[config.mk]
export PLATFORM = sky130hd
export DESIGN_NAME = hazard_forward_unit
export DESIGN_NICKNAME = d
export VERILOG_FILES = /design/src/rtl/mips_pkg.sv /design/src/rtl/hazard_forward_unit_fwd_select.sv /design/src/rtl/hazard_forward_unit.sv
export SDC_FILE = /design/constraint.sdc
export NUM_CORES = 1
export LEC_CHECK = 0
export CAP_MARGIN = 20
export CORE_ASPECT_RATIO = 1.5
export CORE_MARGIN = 8
export CORE_UTILIZATION = 41
export CTS_CLUSTER_DIAMETER = 30
export DETAILED_ROUTE_END_ITERATION = 8
export GPL_ROUTABILITY_DRIVEN = 0
export PLACE_DENSITY = 0.69
export SYNTH_ARGS = -nofsm -noshare
export SYNTH_HDL_FRONTEND = slang
export SYNTH_SLANG_ARGS = --single-unit
[constraint.sdc]
create_clock -name clk -period 4.7 [get_ports clk]
set_input_delay 0.94 -clock clk [delete_from_list [all_inputs] [get_ports clk]]
set_output_delay 0.94 -clock clk [all_outputs]
set_load 0.1 [all_outputs]
[src/rtl/mips_pkg.sv]
// Shared MIPS pipeline types: forward-select encodings and the per-stage
// destination-tracking entry used by the hazard/forwarding unit.
package mips_pkg;
  localparam int RIDX_W = 5;

  localparam logic [1:0] FWD_REG = 2'd0;
  localparam logic [1:0] FWD_MEM = 2'd1;
  localparam logic [1:0] FWD_WB  = 2'd2;

  typedef struct packed {
    logic              valid;
    logic [RIDX_W-1:0] dest;
    logic              wb_en;
    logic              mem_read;
  } entry_t;

  localparam entry_t ENTRY_BUBBLE = '0;

  // $0 is hardwired, so a write to it never creates a dependency.
  function automatic logic ent_match(entry_t e, logic [RIDX_W-1:0] s);
    return e.valid && e.wb_en && (e.dest == s) && (s != '0);
  endfunction
endpackage

[src/rtl/hazard_forward_unit_fwd_select.sv]
// Forward-select for one ID source: youngest in-flight writer wins.
module fwd_select
  import mips_pkg::*;
#(
  parameter int SEL_W = 2
) (
  input  logic [RIDX_W-1:0] src,
  input  entry_t            ex_e,
  input  entry_t            mem_e,
  input  logic              fwd_en,
  output logic [SEL_W-1:0]  sel
);

  always_comb begin
    sel = SEL_W'(FWD_REG);
    if (fwd_en) begin
      if (ent_match(ex_e, src))       sel = SEL_W'(FWD_MEM);
      else if (ent_match(mem_e, src)) sel = SEL_W'(FWD_WB);
    end
  end

endmodule

[src/rtl/hazard_forward_unit.sv]
// Tracks EXE/MEM/WB destinations, drives registered EXE forward selects and
// a combinational IF/ID stall for load-use (or all RAW when forwarding is off).
module hazard_forward_unit
  import mips_pkg::*;
#(
  parameter int REG_W = RIDX_W,
  parameter int SEL_W = 2
) (
  input  logic             clk,
  input  logic             rst,
  input  logic             fwd_en,
  input  logic             id_valid,
  input  logic [REG_W-1:0] id_src1,
  input  logic [REG_W-1:0] id_src2,
  input  logic             id_src2_used,
  input  logic [REG_W-1:0] id_dest,
  input  logic             id_wb_en,
  input  logic             id_mem_read,
  input  logic             br_taken,
  output logic [SEL_W-1:0] sel_val1,
  output logic [SEL_W-1:0] sel_val2,
  output logic [SEL_W-1:0] sel_src2,
  output logic             hazard_stall,
  output logic [31:0]      stall_count
);

  entry_t ex_q, ex_d, mem_q, mem_d, wb_q, wb_d;
  logic [SEL_W-1:0] sel_val1_q, sel_val1_d, sel_val2_q, sel_val2_d;
  logic [SEL_W-1:0] sel_src2_q, sel_src2_d;
  logic [31:0]      stall_count_q, stall_count_d;

  logic [SEL_W-1:0] f_val1, f_val2, f_src2;
  logic             m_ex1, m_ex2, m_mem1, m_mem2, raw_hz, load_ex;

  fwd_select #(.SEL_W(SEL_W)) u_sel_val1 (
    .src(id_src1), .ex_e(ex_q), .mem_e(mem_q), .fwd_en(fwd_en), .sel(f_val1));
  fwd_select #(.SEL_W(SEL_W)) u_sel_val2 (
    .src(id_src2), .ex_e(ex_q), .mem_e(mem_q), .fwd_en(fwd_en), .sel(f_val2));
  fwd_select #(.SEL_W(SEL_W)) u_sel_src2 (
    .src(id_src2), .ex_e(ex_q), .mem_e(mem_q), .fwd_en(fwd_en), .sel(f_src2));

  always_comb begin
    m_ex1  = ent_match(ex_q, id_src1);
    m_ex2  = id_src2_used && ent_match(ex_q, id_src2);
    m_mem1 = ent_match(mem_q, id_src1);
    m_mem2 = id_src2_used && ent_match(mem_q, id_src2);
    // With forwarding only a load in EXE is too late; without it any writer in EXE/MEM is.
    if (fwd_en) raw_hz = ex_q.mem_read && (m_ex1 || m_ex2);
    else        raw_hz = m_ex1 || m_ex2 || m_mem1 || m_mem2;
    hazard_stall = id_valid && !br_taken && raw_hz;
    load_ex      = id_valid && !hazard_stall && !br_taken;

    ex_d = ENTRY_BUBBLE;
    if (load_ex) begin
      ex_d.valid    = 1'b1;
      ex_d.dest     = id_dest;
      ex_d.wb_en    = id_wb_en;
      ex_d.mem_read = id_mem_read;
    end
    mem_d = ex_q;
    wb_d  = mem_q;

    sel_val1_d = load_ex ? f_val1 : '0;
    sel_val2_d = (load_ex && id_src2_used) ? f_val2 : '0;
    sel_src2_d = (load_ex && id_src2_used) ? f_src2 : '0;
    stall_count_d = stall_count_q + 32'(hazard_stall);
  end

  always_ff @(posedge clk) begin
    if (!rst) begin
      ex_q          <= ENTRY_BUBBLE;
      mem_q         <= ENTRY_BUBBLE;
      wb_q          <= ENTRY_BUBBLE;
      sel_val1_q    <= '0;
      sel_val2_q    <= '0;
      sel_src2_q    <= '0;
      stall_count_q <= '0;
    end else begin
      ex_q          <= ex_d;
      mem_q         <= mem_d;
      wb_q          <= wb_d;
      sel_val1_q    <= sel_val1_d;
      sel_val2_q    <= sel_val2_d;
      sel_src2_q    <= sel_src2_d;
      stall_count_q <= stall_count_d;
    end
  end

  assign sel_val1    = sel_val1_q;
  assign sel_val2    = sel_val2_q;
  assign sel_src2    = sel_src2_q;
  assign stall_count = stall_count_q;

endmodule

==> flow_summary.rst, run 1 <==
.. list-table::
   :header-rows: 1

   * - Metric
     - Value
   * - Register bit total from synthesis
     - 51
   * - Clock Root Buffer
     - sky130_fd_sc_hd__clkbuf_8
   * - Slew HR
     - 33.4%
   * - Fraction of final layout cells sized beyond drive strength 1
     - 7.81%
   * - Number of hold violations in the final report
     - 0
   * - Portion of total power attributed to sequential cells
     - 54.9%
   * - Type of the worst setup path
     - in -> reg
   * - Post-Route Skew
     - 0.00933 ns
   * - Worst-Skew Late Latency
     - 0.30 ns
   * - Via count of the first global-routing pass
     - 2171
   * - Power density over cell area
     - 246 nW/um^2
   * - Max Fanout on Critical Path
     - 12
   * - Violation count after the first detailed-routing iteration
     - 47
   * - Number of max-cap violations
     - 0
   * - Deepest clock path buffer count
     - 2
   * - Result of the run
     - finished, final reports clean
   * - Synthesized instance count
     - 270
   * - Switching pwr
     - 176 uW
   * - Worst min-delay path class
     - reg -> reg
   * - Synthesis warning total
     - 0
   * - Clock buffers created by TritonCTS
     - 5
   * - Routed len/inst
     - 14.9 microns
   * - CTS tree
     - done
   * - Final net count
     - 357
   * - Proportion of total power due to net switching
     - 21.9%
   * - Pint
     - 626 uW
   * - Count of pins on the block boundary
     - 62
   * - Cell variety after synth
     - 42
   * - Die area
     - 8790 sq um
   * - Critical path capture point type
     - register
   * - Post-CTS Repair Setup Buffers
     - 0
   * - RSZ-0062 raised after global routing
     - no
   * - CP Data Arrival Time
     - 4.38 ns
   * - Total wire length after detailed routing
     - 6040 microns
   * - Largest net degree at the start of global routing
     - 44
   * - Highest-count cells in the layout ignoring fill and taps
     - sky130_fd_sc_hd__clkdlybuf4s50_1, sky130_fd_sc_hd__dfxtp_1, sky130_fd_sc_hd__and2_1
   * - Overall overflow remaining after global route
     - 0
   * - Standard cell area after detailed placement
     - 3140 sq um
   * - Final cycle utilization of the critical path
     - 88.2%
   * - DR DRC count
     - 0
   * - Max-slew violations
     - 0
   * - Worst-path clk slew
     - 0.10 ns
   * - # hold bufs at CTS
     - 0
   * - CTS-repair resized insts
     - 0
   * - Maximum vdd ir drop
     - 167 uV
   * - Avg Cell Area, Syn
     - 9.11 sq um
   * - Endpoints failing setup
     - 0
   * - Horizontal extent of the die
     - 79.2 microns
   * - H-tree levels
     - 2
   * - Vias
     - 2069
   * - Post-route cell area
     - 3260 sq um
   * - Number of antenna repair diodes
     - 0
   * - Setup total negative slack
     - 0 ns
   * - HPWL after detailed placement
     - 4600 microns
   * - Number of detailed-routing iterations run before antenna repair
     - 4
   * - PortBufs
     - 61
   * - Most frequent standard cell in the layout excluding fill and tap cells
     - sky130_fd_sc_hd__clkdlybuf4s50_1
   * - Slew @ Worst Pin
     - 0.995 ns
   * - Area inside the core boundary
     - 5790 sq um
   * - Vias/cell
     - 5.11
   * - Count of clock tree sinks
     - 51
   * - Register area share after synthesis
     - 41.5%
   * - Number of nets with antenna violations after detailed routing
     - 0
   * - Combinational fraction of design power
     - 6.6%
   * - Number of nets produced by synthesis
     - 295
   * - Synthesis-to-layout area growth
     - 32.4%
   * - Effective utilization at floorplan
     - 42.5%
   * - Highest clock frequency the design can meet
     - 0.241 GHz
   * - Floorplan row count
     - 34
   * - Post-synth design cell area
     - 2460 sq um
   * - Total routing resource utilization after global routing
     - 14.3%
   * - Kind of start point of the critical path
     - input pin
   * - Die height
     - 111 microns
   * - Final worst hold slack
     - 0.463 ns
   * - Static leakage
     - 1.25 nW
   * - Critical path data required time
     - 4.93 ns
   * - First-pass GRT wire length
     - 10200 microns
   * - Portion of total power attributed to the clock network
     - 38.5%
   * - Time the worst path needs with I/O delays and setup
     - 4.15 ns
   * - Antenna violations before repair
     - 0
[cell type report]
type,count,area [sq um]
repair buffers,66,658
multi-input cells,198,1340
clock buffers,5,68.8
fillers,565,2530
inverters,10,37.5
clock inverters,3,46.3
flip-flops and latches,51,1020
well taps,72,90.1
[metrics by stage]
step	util [%]	total power [mW]	setup slack [ns]	std cells
final	56.3	0.802	0.553	405
after global placement	54.3	0.503	0.329	397
after global routing	56.3	0.834	0.317	405
after floorplan	-	0.473	0.146	270
after CTS	56.3	0.812	0.560	405
after detailed placement	54.3	0.503	0.246	397
[critical path, stage by stage]
cell                              delay [ns]
sky130_fd_sc_hd__clkdlybuf4s50_1        0.54
sky130_fd_sc_hd__or4_1                  0.16
sky130_fd_sc_hd__o21ai_1                0.08
sky130_fd_sc_hd__or4_1                  0.61
sky130_fd_sc_hd__nand4_2                0.15
sky130_fd_sc_hd__o2111a_1               0.28
sky130_fd_sc_hd__ha_1                   0.22
sky130_fd_sc_hd__ha_1                   0.23
sky130_fd_sc_hd__and4_4                 0.28
sky130_fd_sc_hd__nand4_1                0.09
sky130_fd_sc_hd__buf_4                  0.18
sky130_fd_sc_hd__or3_2                  0.44
sky130_fd_sc_hd__a21boi_0               0.18
[layer usage]
layer	track usage [%]	wire (microns)	part of all wire, %
met5	0	0	0
met1	14.5	2460	41
met4	6.46	159	2.6
met2	25.9	3120	52
met3	3.81	298	4.9
[worst paths after layout]
kind                                        end  slack [ns]  depth (start not counted)        from
worst max-delay path            stall_count[20]        0.55                         13  id_src2[3]
worst min-delay path                sel_src2[0]        0.46                          1     ex_q[0]
worst max register to register  stall_count[20]        1.36                         12     ex_q[6]
worst min register to register      sel_src2[0]        0.46                          1     ex_q[0]
[kinds of logic after synthesis]
group | synth area share (%)
adder cells (fa/ha/maj) | 1.02
AO/OA/AOI/OAI | 6.26
multiplexers | 0.407
buffers and inverters | 4.22
AND/OR/NAND/NOR | 31.3
flip-flops | 41.5
XOR/XNOR | 15.3
[cells in the mapped netlist, drive strengths merged]
library cell | n | area (sq um)
o22ai | 8 | 50.1
nand3 | 13 | 70.1
a21boi | 5 | 37.5
or4 | 4 | 37.5
or3 | 5 | 37.5
o21ai | 5 | 25.0
clkbuf | 6 | 23.8
and3b | 1 | 8.76
ha | 2 | 25.0
nand4 | 6 | 50.0
xor2 | 21 | 184
nor2b | 1 | 6.26
mux2i | 1 | 10.0
nor4 | 13 | 87.6
and2 | 31 | 194
inv | 10 | 37.5
nor3 | 8 | 51.3
nand2 | 30 | 120
dfxtp | 51 | 1020
buf | 5 | 42.5
xnor2 | 22 | 193
nor2 | 5 | 18.8
o211ai | 2 | 15.0
and4 | 3 | 31.3
o2111a | 1 | 11.3
o31ai | 2 | 15.0
and3 | 5 | 31.3
nand2b | 4 | 25.0
[power by group through the flow]
stage               combinational (mW)  sequential (mW)  clock, mW
floorplan                       0.0232            0.449          0
global placement                0.0520            0.451          0
detailed placement              0.0525            0.451          0
CTS                             0.0530            0.441      0.318
global route                    0.0579            0.441      0.335
finish                          0.0527            0.441      0.309
[registers in the layout, summed over array words and instances, names as in the netlist]
signal	flops
sel_src2	2
stall_count	32
mem_q	7
ex_q	8
sel_val1	2
No activity file was read; power rests on OpenSTA's default activity.
==> inputs of run 2 (changes only) <==
- ABC_CLOCK_PERIOD_IN_PS: unset -> 4300
- clock period: 4.7 -> 4.3 ns (I/O delays scaled with it)
==> flow_summary.rst, run 2 (same netlist as run 1, synthesis figures left out) <==
.. list-table::
   :header-rows: 1

   * - Metric
     - Value
   * - Worst-path clk slew
     - 0.09 ns (about the same)
   * - Count of clock tree sinks
     - 51 (unchanged)
   * - Setup total negative slack
     - 0 ns (unchanged)
   * - Length of routed met2 wiring
     - 3360 microns (+7.6%)
   * - H-tree levels
     - 2 (unchanged)
   * - Slew HR
     - 33.4% (about the same)
   * - Max Fanout on Critical Path
     - 12 (unchanged)
   * - Kind of start point of the critical path
     - input pin
   * - Clock Root Buffer
     - sky130_fd_sc_hd__clkbuf_8
   * - Portion of total power attributed to the clock network
     - 38.7% (+0.2 points)
   * - Horizontal extent of the die
     - 79.2 microns (unchanged)
   * - Routed len/inst
     - 15.2 microns (+1.9%)
   * - Floorplan row count
     - 34 (unchanged)
   * - # hold bufs at CTS
     - 0 (unchanged)
   * - Violation count after the first detailed-routing iteration
     - 84 (+79%)
   * - Power density over cell area
     - 267 nW/um^2 (+8.4%)
   * - Number of detailed-routing iterations run before antenna repair
     - 4 (unchanged)
   * - Final Core Density
     - 56.9% (+0.58 points)
   * - First-pass GRT wire length
     - 10300 microns (+0.74%)
   * - Overall overflow remaining after global route
     - 0 (unchanged)
   * - Fraction of final layout cells sized beyond drive strength 1
     - 9.20% (+1.4 points)
   * - Total routing resource utilization after global routing
     - 14.5% (+0.20 points)
   * - Vias
     - 2094 (+1.2%)
   * - Effective utilization at floorplan
     - 42.5% (unchanged)
   * - Worst setup margin
     - 0.420 ns (-0.133 ns)
   * - Slowest cell on the critical path
     - sky130_fd_sc_hd__or4_4
   * - Area inside the core boundary
     - 5790 sq um (unchanged)
   * - Worst min-delay path class
     - reg -> reg
   * - Max-slew violations
     - 0 (unchanged)
   * - Result of the run
     - finished, final reports clean
   * - Buf/Inv on CP
     - 2 (unchanged)
   * - Number of nets with antenna violations after detailed routing
     - 0 (unchanged)
   * - Critical path capture point type
     - register
   * - HPWL after detailed placement
     - 4700 microns (+2.0%)
   * - CP Data Arrival Time
     - 4.07 ns (-0.31 ns)
   * - Highest routing layer actually used
     - met4
   * - CTS tree
     - done
   * - Deepest clock path buffer count
     - 2 (unchanged)
   * - Time the worst path needs with I/O delays and setup
     - 3.88 ns
   * - Highest-count cells in the layout ignoring fill and taps
     - sky130_fd_sc_hd__clkdlybuf4s50_1, sky130_fd_sc_hd__dfxtp_1, sky130_fd_sc_hd__and2_1
   * - Sequence of cells on the critical path
     - clkdlybuf4s50_1, or4_1, o21ai_1, or4_4, a21boi_1, o2111a_2, ha_1, ha_1, and4_4, nand4_1, buf_4, nor4_1, xnor2_1, and2_1
   * - Standard cell area after detailed placement
     - 3170 sq um (+1.0%)
   * - Pint
     - 698 uW (+11%)
   * - Portion of total power attributed to sequential cells
     - 54.8% (about the same)
   * - Endpoints failing setup
     - 0 (unchanged)
   * - Antenna violations before repair
     - 0 (unchanged)
   * - Total Power Consumption
     - 879 uW (+9.6%)
   * - Post-CTS Repair Setup Buffers
     - 0 (unchanged)
   * - Number of antenna repair diodes
     - 0 (unchanged)
   * - Critical path data required time
     - 4.49 ns (-0.44 ns)
   * - Via count of the first global-routing pass
     - 2099 (-3.3%)
   * - Proportion of total power due to net switching
     - 20.6% (-1.3 points)
   * - Number of max-cap violations
     - 0 (unchanged)
   * - Highest clock frequency the design can meet
     - 0.258 GHz
   * - RSZ-0062 raised after global routing
     - no
   * - Slew @ Worst Pin
     - 0.996 ns (+0.000390 ns)
   * - Met1 Wirelength
     - 2530 microns (+3.0%)
   * - Post-route cell area
     - 3290 sq um (+1.0%)
   * - CTS-repair resized insts
     - 0 (unchanged)
   * - Type of the worst setup path
     - in -> reg
   * - Clock buffers created by TritonCTS
     - 5 (unchanged)
   * - Worst-Skew Late Latency
     - 0.30 ns (about the same)
   * - Number of flip-flops in the largest register
     - 32 (unchanged)
   * - DR WL met3
     - 238 microns (-20%)
   * - Maximum vdd ir drop
     - 194 uV (+16%)
   * - Die height
     - 111 microns (unchanged)
   * - DR DRC count
     - 0 (unchanged)
   * - Largest net degree at the start of global routing
     - 44 (unchanged)
   * - Highest cell delay on the worst timing path
     - 0.57 ns (-0.04 ns)
   * - Worst slack at placement
     - 0.116 ns (-0.130 ns)
   * - Switching pwr
     - 181 uW (+3.1%)
   * - Static leakage
     - 1.27 nW (+2.0%)
   * - Number of hold violations in the final report
     - 0 (unchanged)
   * - Final net count
     - 361 (+1.1%)
   * - PortBufs
     - 61 (unchanged)
   * - Filler cell count in the final layout
     - 576 (+1.9%)
   * - Final worst hold slack
     - 0.452 ns (-0.0106 ns)
   * - Most frequent standard cell in the layout excluding fill and tap cells
     - sky130_fd_sc_hd__clkdlybuf4s50_1
   * - Synthesis-to-layout area growth
     - 33.8%
   * - Non-filler instance count after layout
     - 409 (+0.99%)
   * - Flop-to-flop setup slack
     - 1.16 ns (-0.20 ns)
   * - Number of placed cells counting well taps
     - 401 (+1.0%)
   * - Vias/cell
     - 5.12 (+0.22%)
   * - Final cycle utilization of the critical path
     - 90.2%
   * - Post-Route Skew
     - 0.00822 ns (-0.00112 ns)
   * - Worst path top cell family by delay
     - simple AND/OR/NAND/NOR gates
   * - Count of pins on the block boundary
     - 62 (unchanged)
   * - Total wire length after detailed routing
     - 6220 microns (+2.9%)
   * - Die area
     - 8790 sq um (unchanged)
   * - Critical Path Most Common Cell
     - sky130_fd_sc_hd__ha_1
   * - Combinational fraction of design power
     - 6.5% (about the same)
[run 2: layout make-up]
cell class	instances	area [sq um]	share of cell area, %
multi-input cells	198	1340	40.6
flip-flops and latches	51	1020	31.0
repair buffers	70	688	20.9
well taps	72	90.1	2.74
clock buffers	6	82.6	2.51
inverters	10	37.5	1.14
clock inverters	2	35.0	1.06
[run 2: path summary, 6_finish.rpt]
| kind | from | endpoint | cells after the start |
|---|---|---|---|
| setup / recovery | id_src2[1] | stall_count[30] | 14 |
| hold / removal | ex_q[0] | sel_src2[0] | 1 |
| setup reg to reg | ex_q[6] | stall_count[30] | 13 |
| hold reg to reg | ex_q[0] | sel_src2[0] | 1 |
[run 2: power groups by stage]
stage | registers, mW | logic, mW | clock network (mW)
after detailed placement | 0.492 | 0.0577 | 0
after floorplan | 0.491 | 0.0254 | 0
after CTS | 0.481 | 0.0582 | 0.352
after global placement | 0.492 | 0.0569 | 0
final | 0.481 | 0.0575 | 0.340
after global routing | 0.482 | 0.0632 | 0.370
[run 2: layer usage]
layer / global-route usage, % / up-vias
met4: 4.84 / 0
met5: 0 / -
li1: - / 1056
met3: 3.41 / 4
met1: 15.8 / 990
met2: 26.0 / 44
==> inputs of run 3 (changes only) <==
- CORE_ASPECT_RATIO: 1.5 -> 0.75
==> flow_summary.rst, run 3 (same netlist as run 1, synthesis figures left out) <==
.. list-table::
   :header-rows: 1

   * - Metric
     - Value
   * - Antenna violations before repair
     - 0 (unchanged)
   * - Number of hold violations in the final report
     - 0 (unchanged)
   * - DR DRC count
     - 0 (unchanged)
   * - Highest-count cells in the layout ignoring fill and taps
     - sky130_fd_sc_hd__clkdlybuf4s50_1, sky130_fd_sc_hd__dfxtp_1, sky130_fd_sc_hd__and2_1
   * - Worst flop-to-flop path startpoint
     - ex_q[6]
   * - PortBufs
     - 61 (unchanged)
   * - Synthesis-to-layout area growth
     - 33.8% (unchanged)
   * - Largest net degree at the start of global routing
     - 43 (-2.3%)
   * - Clock buffers created by TritonCTS
     - 5 (unchanged)
   * - Number of detailed-routing iterations run before antenna repair
     - 4 (unchanged)
   * - Horizontal extent of the die
     - 105 microns (+33%)
   * - Number of antenna repair diodes
     - 0 (unchanged)
   * - Die area
     - 8760 sq um (-0.29%)
   * - Highest clock frequency the design can meet
     - 0.252 GHz (-2.4%)
   * - Slew HR
     - 33.3% (-0.11 points)
   * - Max Fanout on Critical Path
     - 12 (unchanged)
   * - Endpoints failing setup
     - 0 (unchanged)
   * - Final worst hold slack
     - 0.451 ns (-0.00140 ns)
   * - Crit Reg-Reg Endpoint
     - stall_count[30]
   * - Effective utilization at floorplan
     - 42.4% (-0.073 points)
   * - Post-CTS Repair Setup Buffers
     - 0 (unchanged)
   * - Filler cell count in the final layout
     - 527 (-8.5%)
   * - Maximum vdd ir drop
     - 150 uV (-23%)
   * - Fraction of final layout cells sized beyond drive strength 1
     - 8.93% (-0.27 points)
   * - Critical path capture point type
     - register
   * - Via count of the first global-routing pass
     - 2074 (-1.2%)
   * - H-tree levels
     - 2 (unchanged)
   * - Worst-path clk slew
     - 0.09 ns (about the same)
   * - Worst setup margin
     - 0.326 ns (-0.0935 ns)
   * - CTS-repair resized insts
     - 0 (unchanged)
   * - Length in cells of the worst reg-to-reg path
     - 13 (unchanged)
   * - Total wire length after detailed routing
     - 5980 microns (-3.8%)
   * - RSZ-0062 raised after global routing
     - no
   * - First-pass GRT wire length
     - 10100 microns (-2.0%)
   * - Clock Root Buffer
     - sky130_fd_sc_hd__clkbuf_8
   * - Number of placed cells counting well taps
     - 406 (+1.2%)
   * - Count of clock tree sinks
     - 51 (unchanged)
   * - Flop-to-flop setup slack
     - 1.07 ns (-0.09 ns)
   * - Number of flip-flops in the largest register
     - 32 (unchanged)
   * - Post-route cell area
     - 3290 sq um (unchanged)
   * - Most frequent standard cell in the layout excluding fill and tap cells
     - sky130_fd_sc_hd__clkdlybuf4s50_1
   * - Count of pins on the block boundary
     - 62 (unchanged)
   * - Worst-Skew Late Latency
     - 0.30 ns (about the same)
   * - Result of the run
     - finished, final reports clean
   * - Number of max-cap violations
     - 0 (unchanged)
   * - Power density over cell area
     - 268 nW/um^2 (+0.45%)
   * - Worst Hold End
     - sel_src2[0]
   * - Launch instance of the worst min-delay path
     - ex_q[0]
   * - Vias
     - 2067 (-1.3%)
   * - Hold-critical path depth
     - 1 (unchanged)
   * - Final cycle utilization of the critical path
     - 92.4% (+2.2 points)
   * - Total routing resource utilization after global routing
     - 13.8% (-0.67 points)
   * - Deepest clock path buffer count
     - 2 (unchanged)
   * - Critical path data required time
     - 4.51 ns (+0.02 ns)
   * - Worst min-delay path class
     - reg -> reg
   * - Setup total negative slack
     - 0 ns (unchanged)
   * - Time the worst path needs with I/O delays and setup
     - 3.97 ns (+0.0935 ns)
   * - Static leakage
     - 1.27 nW (-0.43%)
   * - Total Power Consumption
     - 883 uW (+0.45%)
   * - Floorplan row count
     - 24 (-29%)
   * - Kind of start point of the critical path
     - input pin
   * - Standard cell area after detailed placement
     - 3170 sq um (unchanged)
   * - Die height
     - 83.1 microns (-25%)
   * - Worst slack at placement
     - 0.0433 ns (-0.0726 ns)
   * - Number of nets with antenna violations after detailed routing
     - 0 (unchanged)
   * - Violation count after the first detailed-routing iteration
     - 106 (+26%)
   * - Overall overflow remaining after global route
     - 0 (unchanged)
   * - HPWL after detailed placement
     - 4490 microns (-4.3%)
   * - Type of the worst setup path
     - in -> reg
   * - Slew @ Worst Pin
     - 0.997 ns (+0.00160 ns)
   * - Max-slew violations
     - 0 (unchanged)
   * - Routed len/inst
     - 14.4 microns (-5.0%)
   * - Final net count
     - 360 (-0.28%)
   * - Area inside the core boundary
     - 5800 sq um (+0.17%)
   * - Non-filler instance count after layout
     - 414 (+1.2%)
   * - Post-Route Skew
     - 0.00570 ns (-0.00252 ns)
   * - Final Core Density
     - 56.8% (-0.098 points)
   * - CTS tree
     - done
   * - # hold bufs at CTS
     - 0 (unchanged)
   * - CP Data Arrival Time
     - 4.18 ns (+0.11 ns)
   * - Vias/cell
     - 4.99 (-2.5%)
## run 3: report_power, final
group	switching [mW]	internal [mW]	total, mW
registers	0.00438	0.477	0.481
clock network	0.155	0.188	0.344
logic	0.0254	0.0322	0.0575
## run 3: worst max-delay path: stages
cell	delay, ns
sky130_fd_sc_hd__clkdlybuf4s50_1	0.56
sky130_fd_sc_hd__or4_1	0.17
sky130_fd_sc_hd__o21ai_1	0.08
sky130_fd_sc_hd__or4_4	0.59
sky130_fd_sc_hd__a21boi_1	0.19
sky130_fd_sc_hd__o2111a_2	0.23
sky130_fd_sc_hd__ha_1	0.19
sky130_fd_sc_hd__ha_1	0.18
sky130_fd_sc_hd__and4_4	0.23
sky130_fd_sc_hd__nand4_1	0.09
sky130_fd_sc_hd__buf_4	0.19
sky130_fd_sc_hd__nor4_1	0.34
sky130_fd_sc_hd__xnor2_1	0.10
sky130_fd_sc_hd__and2_1	0.16
## run 3: worst max path at each step
stage | to | slack, ns | start | cells past startpoint
finish | stall_count[30] | 0.33 | id_src2[2] | 14
floorplan | stall_count[25] | 0.14 | id_src2[2] | 12
global placement | stall_count[20] | 0.16 | id_src2[0] | 13
global route | stall_count[28] | 0.15 | id_src2[2] | 14
CTS | stall_count[30] | 0.36 | id_src2[2] | 14
detailed placement | stall_count[30] | 0.04 | id_src2[2] | 14
## run 3: routing by layer
metal	track usage (%)	routed length, microns
met5	0	0
met4	4.26	72
met2	20.3	2490
met3	4.09	366
met1	18.9	3050
## run 3: area by class of cell
class	count	area, sq um	share of cell area, %
clock buffer	6	82.6	2.51
clock inverter	2	35.0	1.06
inverter	10	37.5	1.14
multi-input combinational	198	1340	40.6
sequential	51	1020	31.0
tap	78	97.6	2.97
timing repair buffer	69	681	20.7
